[src/rtl/ss_pkg.sv]
// ss_pkg: shared constants and types for the seven-segment capture block.
// Segment patterns are active-high, bit 0 = segment a.
package ss_pkg;

  localparam logic [6:0] SEG_0 = 7'h3F;
  localparam logic [6:0] SEG_1 = 7'h06;
  localparam logic [6:0] SEG_2 = 7'h5B;
  localparam logic [6:0] SEG_3 = 7'h4F;
  localparam logic [6:0] SEG_4 = 7'h66;
  localparam logic [6:0] SEG_5 = 7'h6D;
  localparam logic [6:0] SEG_6 = 7'h7D;
  localparam logic [6:0] SEG_7 = 7'h07;
  localparam logic [6:0] SEG_8 = 7'h7F;
  localparam logic [6:0] SEG_9 = 7'h6F;

  // Raw bus value with every segment off.
  localparam logic [6:0] SEG_BLANK = 7'h7F;

  typedef enum logic [1:0] {
    IDLE,
    TRACK,
    HELD
  } state_t;

endpackage

[src/rtl/ss_capture_decoder.sv]
// SS_Decoder: active-high segment pattern to BCD.
// Non-digit patterns give 4'hF with valid low.
module SS_Decoder
  import ss_pkg::*;
(
  input  logic [6:0] seg,
  output logic [3:0] bcd,
  output logic       valid
);

  always_comb begin
    bcd   = 4'hF;
    valid = 1'b1;
    unique case (seg)
      SEG_0:   bcd = 4'd0;
      SEG_1:   bcd = 4'd1;
      SEG_2:   bcd = 4'd2;
      SEG_3:   bcd = 4'd3;
      SEG_4:   bcd = 4'd4;
      SEG_5:   bcd = 4'd5;
      SEG_6:   bcd = 4'd6;
      SEG_7:   bcd = 4'd7;
      SEG_8:   bcd = 4'd8;
      SEG_9:   bcd = 4'd9;
      default: valid = 1'b0;
    endcase
  end

endmodule

[src/rtl/ss_capture.sv]
// ss_capture: samples a multiplexed active-low seven-segment bus and
// reconstructs the four displayed BCD digits after a stable dwell.
module ss_capture
  import ss_pkg::*;
#(
  parameter int unsigned STABLE_CYCLES = 16
) (
  input  logic       Clk,
  input  logic       Reset,
  input  logic [3:0] SegmentDrivers,
  input  logic [7:0] SevenSegment,
  output logic [3:0] BCD3,
  output logic [3:0] BCD2,
  output logic [3:0] BCD1,
  output logic [3:0] BCD0,
  output logic [3:0] DigitValid,
  output logic [3:0] DigitError,
  output logic       FrameDone
);

  localparam logic [7:0] STABLE = STABLE_CYCLES[7:0];

  logic [3:0]       sel_q;
  logic [7:0]       seg_q;
  logic [3:0]       cur_sel;
  state_t           state;
  logic [7:0]       cnt;
  logic [6:0]       ref_q;
  logic             have_ref;
  logic [3:0]       mask;
  logic [3:0][3:0]  bcd_q;

  logic [3:0]       sel_hot;
  logic             sel_ok;
  logic             blank;
  logic [6:0]       pat;
  logic [1:0]       idx;
  logic             unused_dp;

  state_t           state_n;
  logic [7:0]       cnt_n;
  logic [6:0]       ref_n;
  logic             have_n;
  logic [3:0]       cur_n;
  logic             latch;
  logic [3:0]       latch_bit;

  logic [3:0]       dec_bcd;
  logic             dec_valid;

  assign sel_hot   = ~sel_q;
  assign sel_ok    = (sel_hot != 4'h0) &&
                     ((sel_hot & (sel_hot - 4'h1)) == 4'h0);
  assign blank     = seg_q[6:0] == SEG_BLANK;
  assign pat       = ~seg_q[6:0];
  assign unused_dp = seg_q[7];
  assign latch_bit = latch ? sel_hot : 4'h0;

  always_comb begin
    idx = 2'd0;
    unique case (sel_hot)
      4'b0010: idx = 2'd1;
      4'b0100: idx = 2'd2;
      4'b1000: idx = 2'd3;
      default: idx = 2'd0;
    endcase
  end

  SS_Decoder u_dec (
    .seg   (ref_q),
    .bcd   (dec_bcd),
    .valid (dec_valid)
  );

  always_comb begin
    state_n = state;
    cnt_n   = cnt;
    ref_n   = ref_q;
    have_n  = have_ref;
    cur_n   = cur_sel;
    latch   = 1'b0;
    if (!sel_ok) begin
      state_n = IDLE;
      cnt_n   = 8'd0;
      have_n  = 1'b0;
    end else begin
      if (state == IDLE || sel_q != cur_sel) begin
        cur_n   = sel_q;
        state_n = TRACK;
        cnt_n   = 8'd0;
        have_n  = 1'b0;
      end
      // Blank samples leave count and reference untouched.
      if (!blank) begin
        if (have_n && pat == ref_q) begin
          if (cnt_n != STABLE) cnt_n = cnt_n + 8'd1;
        end else begin
          ref_n   = pat;
          have_n  = 1'b1;
          cnt_n   = 8'd1;
          state_n = TRACK;
        end
        if (cnt_n == STABLE && state_n != HELD) begin
          latch   = 1'b1;
          state_n = HELD;
        end
      end
    end
  end

  always_ff @(posedge Clk) begin
    if (Reset) begin
      sel_q      <= 4'hF;
      seg_q      <= 8'hFF;
      cur_sel    <= 4'hF;
      state      <= IDLE;
      cnt        <= 8'd0;
      ref_q      <= 7'h00;
      have_ref   <= 1'b0;
      mask       <= 4'h0;
      bcd_q      <= '0;
      DigitValid <= 4'h0;
      DigitError <= 4'h0;
      FrameDone  <= 1'b0;
    end else begin
      sel_q    <= SegmentDrivers;
      seg_q    <= SevenSegment;
      cur_sel  <= cur_n;
      state    <= state_n;
      cnt      <= cnt_n;
      ref_q    <= ref_n;
      have_ref <= have_n;
      if (latch) begin
        bcd_q[idx]      <= dec_bcd;
        DigitValid[idx] <= dec_valid;
        DigitError[idx] <= !dec_valid;
      end
      // A full mask pulses and restarts with any latch of this cycle.
      if (mask == 4'hF) begin
        FrameDone <= 1'b1;
        mask      <= latch_bit;
      end else begin
        FrameDone <= 1'b0;
        mask      <= mask | latch_bit;
      end
    end
  end

  assign BCD0 = bcd_q[0];
  assign BCD1 = bcd_q[1];
  assign BCD2 = bcd_q[2];
  assign BCD3 = bcd_q[3];

endmodule

[config.mk]
export PLATFORM = sky130hd
export DESIGN_NAME = ss_capture
export DESIGN_NICKNAME = d
export VERILOG_FILES = /design/src/rtl/ss_pkg.sv /design/src/rtl/ss_capture_decoder.sv /design/src/rtl/ss_capture.sv
export SDC_FILE = /design/constraint.sdc
export NUM_CORES = 1
export LEC_CHECK = 0
export CAP_MARGIN = 5
export CORE_ASPECT_RATIO = 1.5
export CORE_MARGIN = 2
export CORE_UTILIZATION = 52
export CTS_BUF_LIST = sky130_fd_sc_hd__clkbuf_2
export DETAILED_ROUTE_END_ITERATION = 7
export GPL_TIMING_DRIVEN = 0
export PLACE_DENSITY_LB_ADDON = 0.12
export SLEW_MARGIN = 20
export SYNTH_ARGS = -nofsm -noshare
export SYNTH_HDL_FRONTEND = slang
export SYNTH_SLANG_ARGS = --single-unit
export TNS_END_PERCENT = 10
[constraint.sdc]
create_clock -name Clk -period 2.88 [get_ports Clk]
set_input_delay 0.576 -clock Clk [delete_from_list [all_inputs] [get_ports Clk]]
set_output_delay 0.576 -clock Clk [all_outputs]
set_load 0.01 [all_outputs]
==> reports/summary.md <==
The flow ran to the end, and the final reports show no timing, DRC or antenna violations. The total clock sinks was 62; the die footprint was 6705 um2. On the critical path, the stage with the largest delay is an instance of a2111oi_4.

Data on the critical path arrives at its endpoint at 3320 ps. The run gives 0 as the total count of hold-check failures in the final report. Ranked by flip-flop count, first place goes to cnt. For this block, the routed nets add up to 7124 um of wire. The tools report the required time of the critical path as 3340 ps.

The register with the most flip-flops in the layout has 8 of them. The routed layout has 2610 vias. The most common library cell in the layout ignoring fill and taps is dfxtp_1. The tree is rooted in a clkbuf_2. The number of flops mapped to enable cells by yosys works out to 0.

The final RePlAce weighted congestion was 0.8422. During I/O placement, the number of pins put on the boundary was 39. The core region is 5828 um2. Measured along the x axis, the die boundary spans 67.53 um.

The number of nets with antenna violations after routing was 0. Along the worst path, the maximum fanout reaches 6. The clock transition at the registers of the reported paths works out to 200 ps.

The most numerous cell type found on the critical path is nor4b_4. Global routing finished with a remaining overflow of 0. The largest registers in the layout are cnt (8), ref_q (7), seg_q (7).

In the final design database the tool counted 404 nets. For this run, the number of Yosys warnings is 0. A synthesized cell averages 9.568 um2.

Port buffering added 37 buffers. Final number of max-transition violations: 0. Summing every instance area after synthesis gives 3148 um2.

Number of detailed-route iterations in the first pass: 4. On the worst path, the slowest cell contributes a delay of 400 ps. The normalized max-slew margin was 0.6183; the static leakage was 1.379 nW.

The fraction of layout instances using a drive strength above 1 came out at 0.2341. Counting instances, the worst hold path has a depth of 2. The tools report the maximum number of buffers from clock root to sink as 2. After layout, the design draws a total of 1.687 mW.

Across the VDD grid, the largest voltage drop is 0.0003377 V. Cell count along the critical path: 14. The first global-routing pass estimated 11810 um of wire. From synthesis to final layout, the design area changed by 24.44%.

The number of different library cells in the post-synthesis netlist was 65. The number of setup violations in the final report was 0; the sum of negative setup slack was 0 ps. The maximum number of pins on one net before global-route repair came out at 12.

The post-route clock period utilization came out at 0.9930. TritonCTS built the clock tree. The proportion of synthesized chip area in sequential cells was 0.3943; the clock latency of the later-clocked register in the worst-skew pair was 530 ps. The critical path start-end classification was reg2reg.

Timing would allow up to 0.3497 GHz. In the layout the commonest cells are dfxtp_1 (57), clkdlybuf4s50_1 (37), nor2_1 (27). Power spread over the standard cell area amounts to 430.7 nW/um2.

The tools report the number of global-route vias before repair as 2507. The class of the worst hold path is reg2reg. The floorplan has 34 rows. The aggregate global-route resource usage was 0.2310. The critical path endpoint category is a flop.

The sort of element at the start of the critical path was a flop. The logs give 0 for the initial antenna violation count and 1257 um2 for the area of all sequential standard cells. Setup repair after global routing could not meet its margin everywhere. The number of buffer and inverter stages on the critical path was 3. The transition at the pin with the smallest max-transition slack was 570.5 ps. Across the run, the number of max-cap violations was 0. Synthesis produced a netlist whose cell count is 329.

In this run the vertical extent of the chip is 99.29 um. The repair_antennas step left the layout with diodes totalling 0. The most frequently used flop master after synthesis is dfxtp_1. The half-perimeter wire length after placement is 4990 um, and the initial cell density of the core is 0.5401. The post-detailed-route DRC marker count was 0; the worst clock skew was 27.92 ps.

Subtracting the final worst setup slack from the clock period gives 2860 ps. Traced cell by cell, the critical path runs through xnor2_2 -> o21ai_2 -> nor2_2 -> clkbuf_8 -> nand2_4 -> ha_4 -> nor4b_4 -> nand3_4 -> a2111oi_4 -> o211ai_4 -> buf_12 -> nor4b_4 -> buf_6 -> mux2i_1. Number of storage elements in the synthesis netlist: 62. In this design, the largest share of critical-path delay is due to simple AND/OR/NAND/NOR gates. The ratio of routed vias to standard cells works out to 5.613.

In this run, CTS created clock tree buffers numbering 9. The total of fill cells in the finished design is 489, and the count of H-tree levels built during CTS is 3. For the detailed router's first-iteration violation count, the log shows 131. Fraction of registers with async set or reset after synthesis: 0. When the netlist entered floorplanning its net count stood at 344. The area occupied by multi-input gates came out at 1807 um2.

For the worst flop-to-flop path, the logic depth is 14. After detailed routing, the average wire length per cell comes to 15.32 um.
[worst reg2reg max path, cell delays in order, from the launching register on]
cell,delay [ps]
dfxtp_2,380
xnor2_2,140
o21ai_2,80
nor2_2,70
clkbuf_8,150
nand2_4,70
ha_4,120
nor4b_4,270
nand3_4,120
a2111oi_4,400
o211ai_4,150
buf_12,170
nor4b_4,290
buf_6,180
mux2i_1,190
[synth_stat cells (3+ instances only)]
| cell type | n | share of area |
|---|---|---|
| xor2_1 | 8 | 0.022 |
| nor3_1 | 4 | 0.0064 |
| inv_1 | 7 | 0.0083 |
| xnor2_1 | 5 | 0.014 |
| or2_2 | 13 | 0.026 |
| nor2b_1 | 4 | 0.0079 |
| nand2b_1 | 21 | 0.042 |
| or4_1 | 3 | 0.0072 |
| dfxtp_1 | 62 | 0.39 |
| mux2i_1 | 24 | 0.076 |
| o21ai_0 | 5 | 0.0079 |
| a211oi_1 | 8 | 0.019 |
| nand4_1 | 5 | 0.0099 |
| a31oi_1 | 3 | 0.0060 |
| nor2_1 | 28 | 0.033 |
| nand2_1 | 15 | 0.018 |
| nor4b_4 | 3 | 0.023 |
| buf_6 | 5 | 0.018 |
| buf_2 | 9 | 0.014 |
| or2b_2 | 4 | 0.011 |
| a21oi_1 | 16 | 0.025 |
| clkbuf_1 | 8 | 0.0095 |
| nor4_4 | 3 | 0.020 |
| nand3_1 | 16 | 0.025 |
[through the flow]
step	hold WS [ps]	util	area [um2]	cells	setup slack (ps)
after floorplan	448.2	-	3149	329	-9.967
after global placement	456.8	0.6194	3610	438	-419.6
after detailed placement	463.5	0.6194	3610	438	-490.7
after CTS	491.3	0.6563	3825	463	25.73
after global routing	508.9	0.6722	3918	465	-146.8
final	487.7	0.6722	3918	465	20.30
[power by group]
part           leakage [nW]  switching, mW  total, mW  internal [mW]
clock network        0.0537          0.334      0.525          0.191
registers             0.506         0.0209      0.906          0.885
logic                 0.819          0.139      0.256          0.117
total                  1.38          0.494       1.69           1.19
[per-layer routing]
| layer | wire, um | share of wire | up-vias | global-route usage |
|---|---|---|---|---|
| li1 | - | - | 1288 | - |
| met1 | 2907 | 0.41 | 1250 | 0.2772 |
| met2 | 3749 | 0.53 | 59 | 0.3922 |
| met3 | 332 | 0.047 | 13 | 0.05204 |
| met4 | 135 | 0.019 | 0 | 0.08634 |
| met5 | 0 | 0 | - | 0 |
[what timing repair did]
action	4_1_cts	5_1_grt
endpoints found under the setup margin	30	30
gates resized for setup	10	15
setup buffers	13	4
hold buffers	0	0
pin swaps	9	10
[cell families after synthesis]
kind of cell,synth area share
flip-flops,0.3943
multiplexers,0.07631
buffers and inverters,0.05008
adder cells (fa/ha/maj),0.007154
XOR/XNOR,0.03617
AO/OA/AOI/OAI,0.1463
AND/OR/NAND/NOR,0.2898
[final timing paths]
check | startpoint | end | slack (ps)
setup / recovery | cur_sel[0] | BCD3[2] | 20
hold / removal | BCD2[1] | BCD2[1] | 490
setup reg to reg | cur_sel[0] | BCD3[2] | 20
hold reg to reg | BCD2[1] | BCD2[1] | 490
[area by class of cell]
type | instances | area share
repair buffers | 54 | 0.1322
inverters | 7 | 0.006707
multi-input cells | 238 | 0.4612
well taps | 72 | 0.02300
plain buffers | 17 | 0.02811
flip-flops and latches | 62 | 0.3210
clock inverters | 6 | 0.01629
clock buffers | 9 | 0.01150
(Power assumes the default switching activity.)
